$ cat config.mk
export PLATFORM = sky130hd
export DESIGN_NAME = lcd_rx_decoder
export DESIGN_NICKNAME = d
export VERILOG_FILES = /design/src/rtl/lcd_rx_decoder.sv
export SDC_FILE = /design/constraint.sdc
export NUM_CORES = 1
export LEC_CHECK = 0
export ABC_AREA = 1
export CORE_ASPECT_RATIO = 0.9
export CORE_MARGIN = 2
export CORE_UTILIZATION = 59
export DETAILED_ROUTE_END_ITERATION = 10
export PLACE_DENSITY_LB_ADDON = 0.15
export SLEW_MARGIN = 30
export SYNTH_ARGS = -nofsm -noshare
export SYNTH_HDL_FRONTEND = slang
export SYNTH_SLANG_ARGS = --single-unit
$ cat constraint.sdc
create_clock -name CLK -period 2.7 [get_ports CLK]
set_input_delay 0.27 -clock CLK [delete_from_list [all_inputs] [get_ports CLK]]
set_output_delay 0.27 -clock CLK [all_outputs]
set_load 0.02 [all_outputs]
$ cat src/rtl/lcd_rx_decoder.sv
// lcd_rx_decoder: HD44780 4-bit bus receiver rebuilding bytes, cursor, busy window and timing errors.
// Optional 2x16 character line buffer enabled by LCD_RX_LINEBUF_EN.
module lcd_rx_decoder #(
   parameter int FREQ          = 50000000,
   parameter int BUSY_SHORT_US = 37,
   parameter int BUSY_LONG_US  = 1520
) (
   input  logic       CLK,
   input  logic       RST,
   input  logic [4:0] LCD_D,
   input  logic       LCD_E,
`ifdef LCD_RX_LINEBUF_EN
   input  logic       rd_line,
   input  logic [3:0] rd_col,
   output logic [7:0] rd_char,
`endif
   output logic       byte_valid,
   output logic [7:0] byte_data,
   output logic       byte_rs,
   output logic       ram_we,
   output logic [6:0] ram_addr,
   output logic [7:0] ram_wdata,
   output logic [6:0] cursor,
   output logic       mode4,
   output logic       busy,
   output logic       err_timing
);
   localparam logic [20:0] SHORT_CNT = 21'(FREQ / 1000000 * BUSY_SHORT_US);
   localparam logic [20:0] LONG_CNT  = 21'(FREQ / 1000000 * BUSY_LONG_US);

   typedef enum logic [1:0] {IF8, HI, LO} stateT;
   stateT state, nextState;

   logic        eReg, fall, done, rsErr, busyErr, isLong, incr, hiRs, newRs;
   logic [4:0]  hold;
   logic [3:0]  hiNib;
   logic [7:0]  newByte;
   logic [20:0] busyCnt;

   assign fall    = eReg & ~LCD_E;
   assign mode4   = state != IF8;
   assign busy    = busyCnt != 21'd0;
   // a fall on the edge where the counter reaches zero is not a violation
   assign busyErr = fall && state != LO && busyCnt > 21'd1;
   assign isLong  = !newRs && (newByte == 8'h01 || newByte[7:1] == 7'h01);

   always_ff @(posedge CLK)
      state <= RST ? IF8 : nextState;

   always_comb begin
      nextState = state;
      done      = 1'b0;
      rsErr     = 1'b0;
      newByte   = {hold[3:0], 4'h0};
      newRs     = hold[4];
      if (fall) begin
         case (state)
            IF8: begin
               done      = 1'b1;
               nextState = (!hold[4] && hold[3:0] == 4'h2) ? HI : IF8;
            end
            HI: nextState = LO;
            default: begin
               done      = 1'b1;
               newByte   = {hiNib, hold[3:0]};
               newRs     = hiRs;
               rsErr     = hold[4] != hiRs;
               nextState = HI;
            end
         endcase
      end
   end

   always_ff @(posedge CLK) begin
      if (RST) begin
         eReg       <= 1'b0;
         hold       <= 5'h0;
         hiNib      <= 4'h0;
         hiRs       <= 1'b0;
         byte_valid <= 1'b0;
         byte_data  <= 8'h0;
         byte_rs    <= 1'b0;
         ram_we     <= 1'b0;
         ram_addr   <= 7'h0;
         ram_wdata  <= 8'h0;
         cursor     <= 7'h0;
         incr       <= 1'b1;
         busyCnt    <= 21'd0;
         err_timing <= 1'b0;
      end else begin
         eReg       <= LCD_E;
         if (LCD_E) hold <= LCD_D;
         if (fall && state == HI) {hiRs, hiNib} <= hold;
         byte_valid <= done;
         ram_we     <= done & newRs;
         if (done) begin
            byte_data <= newByte;
            byte_rs   <= newRs;
            ram_addr  <= cursor;
            ram_wdata <= newByte;
         end
         if (busyErr || rsErr) err_timing <= 1'b1;
         busyCnt <= done ? (isLong ? LONG_CNT : SHORT_CNT) : (busy ? busyCnt - 21'd1 : 21'd0);
         if (done && !newRs) begin
            if (newByte == 8'h01) begin
               cursor <= 7'h0;
               incr   <= 1'b1;
            end else if (newByte[7:1] == 7'h01) cursor <= 7'h0;
            else if (newByte[7:2] == 6'h01) incr <= newByte[1];
            else if (newByte[7]) cursor <= newByte[6:0];
         end else if (done) cursor <= incr ? cursor + 7'd1 : cursor - 7'd1;
      end
   end

`ifdef LCD_RX_LINEBUF_EN
   logic [7:0] lineBuf [32];
   // line0 = 0x00-0x0F, line1 = 0x40-0x4F; index is {line, column}
   always_ff @(posedge CLK) begin
      if (RST) begin
         for (int i = 0; i < 32; i++) lineBuf[i] <= 8'h20;
         rd_char <= 8'h0;
      end else begin
         if (ram_we && ram_addr[5:4] == 2'b00) lineBuf[{ram_addr[6], ram_addr[3:0]}] <= ram_wdata;
         rd_char <= lineBuf[{rd_line, rd_col}];
      end
   end
`endif
endmodule

==> impl_results.md <==
* Final GP Congestion at a little under 0.9
* Critical Path Source Type: flip-flop
* DR iter-0 viols at 283
* Worst Tran Pin Value at between 800 and 900 ps
* Synth area leaders: dfxtp_1 38%, nand2_1 11%, nor2_1 7.6%
* WS Path Type: reg -> out
* Post-synth EDFFs at 0
* Max Clk Rate at about 420 MHz
* CORE AREA at around 0.0053 mm^2
* Seq/Total Area, Yosys at a little under two fifths
* Clock Sinks at 61
* Mean Syn Cell Area at around 7.2 um^2
* Post-CTS sizing at 0
* Post-layout min period at between 2000 and 2500 ps
* Worst-path maximum fanout at 3
* IO Count at 44
* Synth cell count leaders: 97 x nand2_1, 65 x nor2_1, 61 x dfxtp_1
* Pre-CTS WS at ~430 ps
* Total CTS buffers at 9
* Vias per Instance at 5.361
* First-pass GRT wire length at roughly 12 mm
* Drt wl/cell at around 14 um
* Peak supply drop at 0.0007660 V
* Final core occ at 71.74%
* Top FF cell, synth: dfxtp_1
* Initial antenna violation count at 0
* Postcts setup bufs at 0
* Die Ht at approximately 74 um
* Crit path required time at between 2000 and 2500 ps
* Buffers on Ports at 43
* Max-Cap Viols at 0
* Area Growth Syn to Fin at 17.51%
* Fill count at 445
* Initial core utilization at approximately 61%
* Pin count of the biggest net entering global routing at 31
* # DRC at 0
* Root Buffer: clkbuf_8
* Setup TNS at 0 ps
* Ys async rst share at 0%
* Setup violators final at 0
* Yosys warns at 0
* Number of global-route vias before repair at 2,731
* Share of layout cells above drive strength 1 at a little under a tenth
* Via count at 2,970
* Final Skew at a little under 8 ps
* Status: finished clean
* HPWL Detailed at 5.623 mm
* Hold Slack at 473.2 ps
* Max Slew Vio Count at 0
* Worst Setup SP: busyCnt[8]
* Power Total at roughly 0.0032 W
* CTS tree: yes
* CP endpoint kind: output port
* Antenna-violating nets left at 0
* DRT Pass-1 Iters at 4
* Yosys top cell area share at between 30% and 40%
* Slew HR at 44.01%
* Data arrival, critical path at ~2100 ps
* Power Dens Cells at 842.9 mW/mm^2
* Worst skew pair latency at 340 ps
* Post-synthesis register bit count at slightly above 60
* H-Tree Depth at 3
* Fin nets at 501
* Most numerous cell in the Yosys netlist: nand2_1
* CTS Hold Bufs at 0
* Total global-route track usage at a little over a quarter
* Die Area at between 0.006 and 0.007 mm^2
* P_leak at around 1.7 nW
* Clock transition at path regs at about 60 ps
* Setup WS post-layout at 338.9 ps
* Die X at 81.73 um
* Ant diodes at 0
* Final period util at between 80% and 90%
* Grt ovf at 0
* RSZ-0062 raised after global routing: no
* Syn Inst Count at 446
* Post-synthesis cell type count at 37
* Post-Syn Nets at roughly 460
* Cell area after synthesis at around 0.0032 mm^2
* CTS Buffer Depth at 2
* Cell accounting for the most synthesized area: dfxtp_1
* Final Hold Viols at 0
* Worst Hold Launch: ram_addr[3]
* Critical R2R Launch: state[1]
* Total Routed Length at ~7.5 mm
* Min-delay worst type: reg -> reg
* FP Rows at 25
cell usage in the layout (no fill, tap or decap), drive strengths merged, types with 3 or more instances in the layout:
cell           count
nand2            104
nor2              70
dfxtp             61
clkdlybuf4s50     43
inv               40
a21oi             37
nand3             36
o21ai             20
clkbuf            12
nand4             10
xnor2              8
xor2               8
ha                 8
nor3               6
or2                4
clkinv             3
nand3b             3
a31oi              3
buf                3
layout make-up:
cell class	instances	area (um^2)	area share, %
tap	67	83.83	2.224
clock inverter	2	10.01	0.2655
multi-input combinational	325	1687	44.74
sequential	61	1221	32.39
inverter	41	160.2	4.248
clock buffer	12	155.1	4.116
timing repair buffer	46	452.9	12.01
final timing paths:
kind                      end  slack (ps)  cells past startpoint
setup / recovery         busy         340                      5
hold / removal    ram_addr[3]         470                      2
setup reg to reg    cursor[0]         760                     10
hold reg to reg   ram_addr[3]         470                      2
cells by family (layout without fill, tap and decap cells):
family                   count (synthesis)  after routing  share of synthesized area (%)
buffers and inverters                   60            101                          9.360
XOR/XNOR                                16             16                          4.368
adder cells (fa/ha/maj)                  9              9                          3.744
flip-flops                              61             61                          38.07
AO/OA/AOI/OAI                           64             64                          10.49
AND/OR/NAND/NOR                        236            236                          33.97
registers in the layout, summed over array words and instances (netlist names), 2 cells and up:
register	count
busyCnt	21
ram_wdata	8
cursor	7
ram_addr	7
hold	5
hiNib	4
state	2
routing by layer:
metal / global-route usage, % / up-vias / share of wire, %
met5: 0 / - / 0
met4: 11.11 / 0 / 2.2
met3: 7.646 / 17 / 5.9
met2: 41.01 / 97 / 44
met1: 36.48 / 1335 / 48
li1: - / 1521 / -
through the flow:
stage | area (um^2) | cells
global placement | 3605 | 540
floorplan | 3208 | 446
detailed placement | 3605 | 540
CTS | 3770 | 554
global route | 3770 | 554
finish | 3770 | 554
worst max-delay path, cell delays in order, from the launching register on:
cell and delay [ps]:
dfxtp_1 330, nor2_1 280, nand2_1 160, nor2_1 210, nand3_1 180, clkdlybuf4s50_1 580
report_power, final:
part | total, W | internal, W | leakage (nW) | switching, W
combinational | 0.00124 | 0.000485 | 1.07 | 0.000750
clock | 0.000704 | 0.000370 | 0.0881 | 0.000334
sequential | 0.00124 | 0.00107 | 0.498 | 0.000173
Power figures use the tool's default switching activity.
